===== src/rtl/redmule_pkg.sv =====
// Shared RedMulE types for the X loader: element formats, loader FSM states,
// the latched loader configuration and array geometry defaults.
package redmule_pkg;

  localparam int unsigned ARRAY_HEIGHT    = 4;
  localparam int unsigned ARRAY_WIDTH     = 12;
  localparam int unsigned X_LOADER_TILE_W = 16;
  // Storage width of the latched rows/cols fields; wide enough for any RW/CW in use.
  localparam int unsigned X_LOADER_RC_W   = 8;

  typedef enum logic [1:0] {
    FP32 = 2'd0,
    FP64 = 2'd1,
    FP16 = 2'd2,
    FP8  = 2'd3
  } fp_format_e;

  typedef enum logic [2:0] {
    XL_IDLE      = 3'd0,
    XL_LOAD      = 3'd1,
    XL_WAIT_FULL = 3'd2,
    XL_WAIT_ACK  = 3'd3,
    XL_DONE      = 3'd4
  } x_loader_state_e;

  typedef struct packed {
    logic [X_LOADER_RC_W-1:0]   rows;
    logic [X_LOADER_RC_W-1:0]   cols;
    logic [X_LOADER_TILE_W-1:0] tiles;
  } x_loader_cfg_t;

  function automatic int unsigned fp_width(input fp_format_e fmt);
    case (fmt)
      FP32:    return 32;
      FP64:    return 64;
      FP16:    return 16;
      FP8:     return 8;
      default: return 16;
    endcase
  endfunction

endpackage


===== src/rtl/redmule_x_lane_mask.sv =====
// Combinational lane mask: element lanes at or above cols are forced to zero so
// partial rows never leak stale streamer data into the X buffer.
module redmule_x_lane_mask #(
  parameter int unsigned DW   = 288,
  parameter int unsigned BITW = 16,
  parameter int unsigned CW   = 8
) (
  input  logic [DW-1:0] data,
  input  logic [CW-1:0] cols,
  output logic [DW-1:0] masked
);

  localparam int unsigned NEL = DW / BITW;

  // Pass lane e only when it lies below the valid element count.
  always_comb begin
    masked = '0;
    for (int e = 0; e < NEL; e++) begin
      if (int'(cols) > e) begin
        masked[e*BITW +: BITW] = data[e*BITW +: BITW];
      end else begin
        masked[e*BITW +: BITW] = '0;
      end
    end
  end

endmodule


===== src/rtl/redmule_x_loader.sv =====
// X loader: accepts streamer rows, writes them masked into the X buffer one
// registered load per row, and sequences full / ack / write-index reset per tile.
// Optional starvation counter enabled by defining REDMULE_X_LOADER_PERF_EN.
module redmule_x_loader import redmule_pkg::*; #(
  parameter int unsigned DW       = 288,
  parameter fp_format_e  FpFormat = FP16,
  parameter int unsigned Height   = ARRAY_HEIGHT,
  parameter int unsigned Width    = ARRAY_WIDTH,
  localparam int unsigned BITW    = fp_width(FpFormat),
  localparam int unsigned NEL     = DW / BITW,
  localparam int unsigned RW      = $clog2(Width) + 1,
  localparam int unsigned CW      = $clog2(NEL) + 1
) (
  input  logic          clk_i,
  input  logic          rst_ni,
  input  logic          clear_i,
  input  logic          start_i,
  input  logic [RW-1:0] rows_i,
  input  logic [CW-1:0] cols_i,
  input  logic [15:0]   tiles_i,
  input  logic          x_valid_i,
  output logic          x_ready_o,
  input  logic [DW-1:0] x_data_i,
  output logic          load_o,
  output logic [DW-1:0] data_o,
  output logic          rst_w_index_o,
  input  logic          full_i,
  output logic          tile_ready_o,
  input  logic          tile_ack_i,
  output logic          busy_o,
  output logic          done_o,
  output logic [31:0]   stall_cnt_o
);

  if (Height < 1 || Width < 1 || NEL < 1 || RW > X_LOADER_RC_W || CW > X_LOADER_RC_W) begin : gen_param_err
    $error("redmule_x_loader: unsupported geometry");
  end

  x_loader_state_e             state_q, state_d;
  x_loader_cfg_t               cfg_q;
  logic [RW-1:0]               row_cnt_q;
  logic [X_LOADER_TILE_W-1:0]  tile_cnt_q;
  logic                        ready_q, load_q, rst_w_q, tile_ready_q, busy_q, done_q;
  logic [DW-1:0]               data_q, masked_s;
  logic                        hs_s, row_last_s, tile_last_s, start_ok_s, ack_ok_s;

  assign hs_s        = x_valid_i & ready_q;
  assign row_last_s  = (X_LOADER_RC_W'(row_cnt_q) == (cfg_q.rows - X_LOADER_RC_W'(1)));
  assign tile_last_s = (tile_cnt_q == (cfg_q.tiles - 16'd1));
  assign start_ok_s  = start_i & (state_q == XL_IDLE);
  assign ack_ok_s    = tile_ack_i & (state_q == XL_WAIT_ACK);

  redmule_x_lane_mask #(
    .DW   (DW),
    .BITW (BITW),
    .CW   (X_LOADER_RC_W)
  ) i_lane_mask (
    .data   (x_data_i),
    .cols   (cfg_q.cols),
    .masked (masked_s)
  );

  // Next-state logic; clear forces IDLE over any other transition.
  always_comb begin
    state_d = state_q;
    case (state_q)
      XL_IDLE: begin
        if (start_i) begin
          state_d = (tiles_i == 16'd0) ? XL_DONE : XL_LOAD;
        end else begin
          state_d = XL_IDLE;
        end
      end
      XL_LOAD: begin
        if (hs_s && row_last_s) begin
          state_d = XL_WAIT_FULL;
        end else begin
          state_d = XL_LOAD;
        end
      end
      XL_WAIT_FULL: begin
        if (full_i) begin
          state_d = XL_WAIT_ACK;
        end else begin
          state_d = XL_WAIT_FULL;
        end
      end
      XL_WAIT_ACK: begin
        if (tile_ack_i) begin
          state_d = tile_last_s ? XL_DONE : XL_LOAD;
        end else begin
          state_d = XL_WAIT_ACK;
        end
      end
      XL_DONE: state_d = XL_IDLE;
      default: state_d = XL_IDLE;
    endcase
    if (clear_i) begin
      state_d = XL_IDLE;
    end else begin
      state_d = state_d;
    end
  end

  // State register.
  always_ff @(posedge clk_i or negedge rst_ni) begin
    if (!rst_ni) begin
      state_q <= XL_IDLE;
    end else begin
      state_q <= state_d;
    end
  end

  // Registered outputs, counters and latched configuration.
  always_ff @(posedge clk_i or negedge rst_ni) begin
    if (!rst_ni) begin
      cfg_q        <= '0;
      row_cnt_q    <= '0;
      tile_cnt_q   <= '0;
      ready_q      <= 1'b0;
      load_q       <= 1'b0;
      data_q       <= '0;
      rst_w_q      <= 1'b0;
      tile_ready_q <= 1'b0;
      busy_q       <= 1'b0;
      done_q       <= 1'b0;
    end else if (clear_i) begin
      cfg_q        <= '0;
      row_cnt_q    <= '0;
      tile_cnt_q   <= '0;
      ready_q      <= 1'b0;
      load_q       <= 1'b0;
      data_q       <= '0;
      rst_w_q      <= 1'b0;
      tile_ready_q <= 1'b0;
      busy_q       <= 1'b0;
      done_q       <= 1'b0;
    end else begin
      if (start_ok_s) begin
        cfg_q.rows  <= X_LOADER_RC_W'(rows_i);
        cfg_q.cols  <= X_LOADER_RC_W'(cols_i);
        cfg_q.tiles <= tiles_i;
      end else begin
        cfg_q <= cfg_q;
      end
      if (start_ok_s) begin
        row_cnt_q <= '0;
      end else if (hs_s) begin
        row_cnt_q <= row_last_s ? '0 : row_cnt_q + RW'(1);
      end else begin
        row_cnt_q <= row_cnt_q;
      end
      if (start_ok_s) begin
        tile_cnt_q <= '0;
      end else if (ack_ok_s) begin
        tile_cnt_q <= tile_cnt_q + 16'd1;
      end else begin
        tile_cnt_q <= tile_cnt_q;
      end
      if (hs_s) begin
        data_q <= masked_s;
      end else begin
        data_q <= data_q;
      end
      load_q       <= hs_s;
      rst_w_q      <= ack_ok_s;
      ready_q      <= (state_d == XL_LOAD);
      tile_ready_q <= (state_d == XL_WAIT_ACK);
      busy_q       <= (state_d != XL_IDLE);
      done_q       <= (state_q == XL_DONE);
    end
  end

`ifdef REDMULE_X_LOADER_PERF_EN
  logic [31:0] stall_q;

  // Saturating count of LOAD cycles starved of streamer data.
  always_ff @(posedge clk_i or negedge rst_ni) begin
    if (!rst_ni) begin
      stall_q <= 32'd0;
    end else if (clear_i || start_ok_s) begin
      stall_q <= 32'd0;
    end else if ((state_q == XL_LOAD) && !x_valid_i && (stall_q != 32'hFFFF_FFFF)) begin
      stall_q <= stall_q + 32'd1;
    end else begin
      stall_q <= stall_q;
    end
  end

  assign stall_cnt_o = stall_q;
`else
  assign stall_cnt_o = 32'd0;
`endif

  assign x_ready_o     = ready_q;
  assign load_o        = load_q;
  assign data_o        = data_q;
  assign rst_w_index_o = rst_w_q;
  assign tile_ready_o  = tile_ready_q;
  assign busy_o        = busy_q;
  assign done_o        = done_q;

endmodule


===== config.mk =====
export PLATFORM = sky130hd
export DESIGN_NAME = redmule_x_loader
export DESIGN_NICKNAME = d
export VERILOG_FILES = /design/src/rtl/redmule_pkg.sv /design/src/rtl/redmule_x_lane_mask.sv /design/src/rtl/redmule_x_loader.sv
export SDC_FILE = /design/constraint.sdc
export NUM_CORES = 1
export LEC_CHECK = 0
export ABC_AREA = 1
export CAP_MARGIN = 20
export CORE_AREA = 2 2 254 256
export CTS_CLUSTER_DIAMETER = 60
export CTS_CLUSTER_SIZE = 28
export DETAILED_ROUTE_END_ITERATION = 10
export DIE_AREA = 0 0 256 258
export SYNTH_ARGS = -nofsm -noshare
export SYNTH_HDL_FRONTEND = slang
export SYNTH_SLANG_ARGS = --single-unit

===== constraint.sdc =====
create_clock -name clk_i -period 5.2 [get_ports clk_i]
set_input_delay 1.3 -clock clk_i [delete_from_list [all_inputs] [get_ports clk_i]]
set_output_delay 1.3 -clock clk_i [all_outputs]
set_load 0.05 [all_outputs]

==> flow_metrics.env, run 1 <==
export IMPL_status="completed"
export IMPL_grt_pass1_vias=15202
export IMPL_fill_cells=6451
export IMPL_syn_area_per_cell_um2=8.60
export IMPL_numPortBuffers=615
export IMPL_cts_sink_count=345
export IMPL_synth_top_area_cell="dfrtp_1"
export IMPL_vias=15023
export IMPL_grt_usage_pct=17.0
export IMPL_die_h_um=258
export IMPL_grt_overflow=0
export IMPL_ys_async_sr_fraction_pct=100
export IMPL_postSynthCellCount=1793
export IMPL_dpl_cell_area_um2=22300
export IMPL_synth_warnings=0
export IMPL_crit_start="clear_i"
export IMPL_ant_nets=0
export IMPL_drc=0
export IMPL_initial_core_util_pct=24.2
export IMPL_period_minus_slack_ns=3.39
export IMPL_die_area_um2=66000
export IMPL_cap_violations=0
export IMPL_seq_area_frac_synth_pct=56.0
export IMPL_cts_buffers_inserted=35
export IMPL_power_density_nw_per_um2=284
export IMPL_clock_fmax_ghz=0.295
export IMPL_synth_area_leaders="dfrtp_1 56%, nand3_1 12%, nand2_1 9.8%, o21ai_0 8.8%, clkbuf_1 2.1%"
export IMPL_cp_max_fo=97
export IMPL_final_cell_mix="614 x clkdlybuf4s50_1, 403 x nand2_1, 378 x nand3_1, 345 x dfrtp_1, 271 x o21ai_0"
export IMPL_wire_per_inst_um=18.1
export IMPL_grt_antenna_before_repair=4
export IMPL_ctsResizeCount=0
export IMPL_stdcell_area_um2=23600
export IMPL_ioPinCount=648
export IMPL_slowest_stage="clkdlybuf4s50_1"
export IMPL_htree_levels=2
export IMPL_final_util_pct=37.1
export IMPL_fin_crit_sh_pct=65.1
export IMPL_die_x_um=256
export IMPL_cp_top_family="buffers and inverters"
export IMPL_drive_gt1_share_pct=5.61
export IMPL_place_gp_congestion=0.887
export IMPL_crit_type="in2reg"
export IMPL_fin_skew_ns=0.0154
export IMPL_clk_pin_slew_ns=0.07
export IMPL_fin_nets=2670
export IMPL_cts_root_buf="clkbuf_16"
export IMPL_tritoncts="built"
export IMPL_critPathCaptureType="register"
export IMPL_dpl_worst_slack_ns=1.19
export IMPL_syn_area_um2=15400
export IMPL_synth_edff_count=0
export IMPL_dr_pass1_iters=7
export IMPL_slew_violations=0
export IMPL_crit_buf_inv=4
export IMPL_vdd_ir_drop_max_mv=0.173
export IMPL_dpl_hpwl_um=41200
export IMPL_clock_path_buffers=3
export IMPL_fp_row_count=93
export IMPL_syn2layout_area_growth_pct=53.0
export IMPL_hold_class="reg2reg"
export IMPL_startpoint_type="input port"
export IMPL_setup_tns_ns=0
export IMPL_multi_input_area_um2=5900
export IMPL_rsz0062_at_grt="no"
export IMPL_wl_um=58500
export IMPL_clock_latency_ns=0.55
export IMPL_yosys_area_top_type_share_pct=56.0
export IMPL_setup_viol=0
export IMPL_synth_distinct_cells=42
export IMPL_hold_viol=0
export IMPL_viasPerCell=4.66
export IMPL_crit_arrival_ns=3.82
export IMPL_cpPeakStageDelay_ns=0.60
export IMPL_holdBufCountCts=0
export IMPL_hold_slack_ns=0.510
export IMPL_grt_max_degree=167
export IMPL_synth_seq_cells=345
export IMPL_hp_start="data_o[241]"
export IMPL_yosys_most_used_dff="dfrtp_1"
export IMPL_cts_setup_buffers=0
export IMPL_slew_headroom_pct=34.3
export IMPL_r2r_start="cfg_q[20]"
export IMPL_critPathMostFrequentCell="a21oi_1"
export IMPL_core_um2=63600
export IMPL_cp_cell_sequence="clkdlybuf4s50_1 -> inv_8 -> nand2_2 -> buf_4 -> inv_1 -> nand2_1 -> a21oi_1 -> a21oi_1"
export IMPL_drt_initial_drc_count=1110
export IMPL_seq_area_um2=8630
export IMPL_p_leak_nw=9.95
export IMPL_grt_first_pass_wirelength_um=89700
export IMPL_worst_slack_ns=1.81
export IMPL_crit_required_ns=5.63
export IMPL_mostFrequentLayoutCell="clkdlybuf4s50_1"
export IMPL_worstMarginPinSlew_ns=0.980
[cell usage after synthesis (11+ instances only)]
| library cell | count |
|---|---|
| nand3_1 | 378 |
| nor3_1 | 16 |
| nand2_1 | 404 |
| buf_4 | 32 |
| clkbuf_1 | 86 |
| nor2_1 | 40 |
| buf_2 | 27 |
| dfrtp_1 | 345 |
| buf_1 | 11 |
| a21oi_1 | 18 |
| o21ai_0 | 271 |
| inv_1 | 71 |
[metrics by stage]
stage	cells	power [mW]
2_1_floorplan	1824	3.39
3_3_place_gp	3161	3.95
3_5_place_dp	3162	3.96
4_1_cts	3226	6.81
5_1_grt	3226	6.99
6_report	3227	6.70
[report_power, final]
group	internal (mW)	leakage [nW]	switching, mW	total (mW)
combinational	0.404	4.56	0.704	1.11
clock	1.57	0.614	1.23	2.80
sequential	2.74	4.78	0.0464	2.79
[worst reg2reg max path: stages (launching register included)]
cell and delay, ns:
dfrtp_1 0.39, nor2_1 0.19, inv_2 0.28, nor2_4 0.55
inv_2 0.12, a21oi_2 0.66, o21ai_0 0.19
[routing by layer]
metal,part of all wire (%),vias to the layer above,GRT usage [%]
li1,-,7035,-
met1,40,7249,20.9
met2,49,612,28.7
met3,7.4,123,4.79
met4,3.5,4,6.09
met5,0.039,-,0
[final timing paths]
kind                                end  slack [ns]  cells past startpoint
max                        row_cnt_q[4]        1.81                      8
min                         data_o[241]        0.51                      2
max reg2reg                  data_o[65]        2.66                      6
min reg2reg                 data_o[241]        0.51                      2
max in group asynchronous   data_o[157]        3.34                      2
min in group asynchronous   data_o[282]        0.81                      1
[flip-flops by register name, indices dropped and copies added, names as in the netlist]
| signal | cells |
|---|---|
| data_o | 288 |
| cfg_q | 27 |
| tile_cnt_q | 16 |
| row_cnt_q | 5 |
| state_q | 3 |
| busy_o | 1 |
| done_o | 1 |
| load_o | 1 |
| rst_w_index_o | 1 |
| tile_ready_o | 1 |
| x_ready_o | 1 |
[area by class of cell]
class,count,share of cell area (%)
Multi-Input combinational cell,1242,25.0
Tap cell,855,4.53
Timing Repair Buffer,639,27.2
Clock inverter,26,1.49
Antenna cell,1,0.0106
Clock buffer,38,3.85
Sequential cell,345,36.6
Inverter,81,1.32
[logic make-up after synthesis]
kind of cell / Yosys count / synth area share (%)
AO/OA/AOI/OAI: 308 / 10.2
XOR/XNOR: 13 / 0.738
adder cells (fa/ha/maj): 4 / 0.324
buffers and inverters: 237 / 6.76
flip-flops: 345 / 56.0
other: 1 / 0.0243
AND/OR/NAND/NOR: 885 / 26.0
Note: power is estimated with default switching activity, not from simulation.
==> inputs of run 2 (changes only) <==
--- a/config.mk
+++ b/config.mk
@@ -7,11 +7,11 @@
 export LEC_CHECK = 0
 export ABC_AREA = 1
 export CAP_MARGIN = 20
-export CORE_AREA = 2 2 254 256
+export CORE_AREA = 2 2 255 257
 export CTS_CLUSTER_DIAMETER = 60
 export CTS_CLUSTER_SIZE = 28
 export DETAILED_ROUTE_END_ITERATION = 10
-export DIE_AREA = 0 0 256 258
+export DIE_AREA = 0 0 257 259
 export SYNTH_ARGS = -nofsm -noshare
 export SYNTH_HDL_FRONTEND = slang
 export SYNTH_SLANG_ARGS = --single-unit
==> constraint.sdc (replaced) <==
create_clock -name clk_i -period 2.9 [get_ports clk_i]
set_input_delay 0.725 -clock clk_i [delete_from_list [all_inputs] [get_ports clk_i]]
set_output_delay 0.725 -clock clk_i [all_outputs]
set_load 0.05 [all_outputs]
==> run 2 against run 1 <==
Effect of this change:
- design area grew 1.6%
- worst setup slack got worse by 1.5 ns
- clock-buffer cell count increased by 4
- sequential power increased by 79%
- combinational power up 85%
- global-route usage increased by 0.36 points
- largest cell class unchanged
- sequential cell count stayed put
- critical path type is now reg2out
- first-iteration DRC count down 10%
==> flow_metrics.env, run 2 (synthesis gave the netlist of run 1 again) <==
export IMPL_initial_core_util_pct=24.2
export IMPL_mostFrequentLayoutCell="clkdlybuf4s50_1"
export IMPL_clock_fmax_ghz=0.385
export IMPL_grt_overflow=0
export IMPL_grt_first_pass_wirelength_um=90600
export IMPL_crit_required_ns=2.17
export IMPL_clock_latency_ns=0.54
export IMPL_startpoint_type="register"
export IMPL_numPortBuffers=615
export IMPL_worstMarginPinSlew_ns=0.796
export IMPL_wl_um=60400
export IMPL_die_area_um2=66600
export IMPL_cpPeakStageDelay_ns=0.98
export IMPL_vdd_ir_drop_max_mv=0.321
export IMPL_wl_met1_um=23900
export IMPL_setup_viol=0
export IMPL_crit_buf_inv=1
export IMPL_cp_cell_sequence="clkdlybuf4s50_1"
export IMPL_wl_met3_um=5040
export IMPL_syn2layout_area_growth_pct=55.4
export IMPL_wire_per_inst_um=18.5
export IMPL_vias=15076
export IMPL_fin_skew_ns=0.0174
export IMPL_htree_levels=2
export IMPL_crit_arrival_ns=1.87
export IMPL_fin_nets=2703
export IMPL_ctsResizeCount=0
export IMPL_clk_pin_slew_ns=0.07
export IMPL_ant_nets=0
export IMPL_die_h_um=259
export IMPL_p_leak_nw=10.2
export IMPL_topRoutingLayerUsed="met5"
export IMPL_core_um2=63900
export IMPL_status="completed"
export IMPL_cp_max_fo=2
export IMPL_cts_sink_count=345
export IMPL_slowest_stage="clkdlybuf4s50_1"
export IMPL_ioPinCount=648
export IMPL_drive_gt1_share_pct=6.91
export IMPL_dpl_hpwl_um=44200
export IMPL_final_cell_mix="614 x clkdlybuf4s50_1, 403 x nand2_1, 378 x nand3_1, 345 x dfrtp_1, 271 x o21ai_0"
export IMPL_die_x_um=257
export IMPL_seq_area_um2=8630
export IMPL_crit_type="reg2out"
export IMPL_largest_register_ffs=288
export IMPL_slew_violations=0
export IMPL_wl_met2_um=29400
export IMPL_hold_viol=0
export IMPL_fill_cells=6375
export IMPL_cts_buffers_inserted=37
export IMPL_hold_class="in2async"
export IMPL_drc=0
export IMPL_multi_input_area_um2=5900
export IMPL_grt_usage_pct=17.4
export IMPL_final_util_pct=37.5
export IMPL_slew_headroom_pct=46.8
export IMPL_power_density_nw_per_um2=507
export IMPL_holdBufCountCts=0
export IMPL_tritoncts="built"
export IMPL_critPathCaptureType="output port"
export IMPL_cts_root_buf="clkbuf_16"
export IMPL_rsz0062_at_grt="no"
export IMPL_cap_violations=0
export IMPL_grt_pass1_vias=15061
export IMPL_grt_max_degree=120
export IMPL_dr_pass1_iters=6
export IMPL_fp_row_count=93
export IMPL_grt_antenna_before_repair=7
export IMPL_fin_crit_sh_pct=89.5
export IMPL_setup_tns_ns=0
export IMPL_drt_initial_drc_count=999
export IMPL_place_gp_congestion=0.917
export IMPL_period_minus_slack_ns=2.60
export IMPL_cts_setup_buffers=0
export IMPL_viasPerCell=4.62
export IMPL_cp_top_family="buffers and inverters"
export IMPL_clock_path_buffers=3
-- run 2: cell count changes in the layout (fill, tap and decap cells not counted), moves of 2 or more --
cell,previous run,this run
buf_4,17,40
buf_12,6,15
diode_2,1,5
clkbuf_8,0,3
clkinv_2,3,1
inv_6,7,9
-- run 2: where the power goes --
| group | leakage, nW | internal, mW | switching, mW | total, mW |
|---|---|---|---|---|
| Sequential | 4.78 | 4.92 | 0.0818 | 5.00 |
| Combinational | 4.75 | 0.769 | 1.28 | 2.05 |
| Clock | 0.628 | 2.87 | 2.24 | 5.11 |
| Total | 10.2 | 8.56 | 3.60 | 12.2 |
-- run 2: per-layer routing --
metal	vias up	GRT usage, %
met1	7227	21.2
met3	112	5.31
met2	623	29.1
li1	7110	-
met5	-	0
met4	4	6.27
-- run 2: worst paths after layout --
kind	from	to	slack, ns	cells after the start
max reg2reg	cfg_q[20]	data_o[78]	0.58	7
min	rst_ni	busy_o	0.15	1
min reg2reg	cfg_q[20]	cfg_q[20]	0.49	2
max	data_o[144]	data_o[144]	0.30	1
max in group asynchronous	rst_ni	data_o[25]	1.88	2
min in group clk_i	cfg_q[20]	cfg_q[20]	0.49	2
-- run 2: layout make-up --
class                   count  share of cell area, %
clock buffers              42                   4.06
multi-input cells        1242                   24.6
flip-flops and latches    345                   36.0
clock inverters            24                   1.31
repair buffers            670                   28.2
inverters                  81                   1.30
diodes                      5                 0.0522
well taps                 855                   4.46
-- run 2: per-stage QoR --
step / total power, mW / hold slack [ns] / instances / area, µm² / setup WS (ns)
finish: 12.2 / 0.152 / 3264 / 24000 / 0.303
global route: 12.7 / 0.174 / 3261 / 24000 / 0.232
CTS: 12.4 / 0.156 / 3259 / 24000 / 0.260
detailed placement: 7.16 / 0.471 / 3193 / 22700 / 0.286
global placement: 7.14 / 0.476 / 3193 / 22700 / 0.278
floorplan: 6.08 / 0.429 / 1824 / 15500 / 1.01
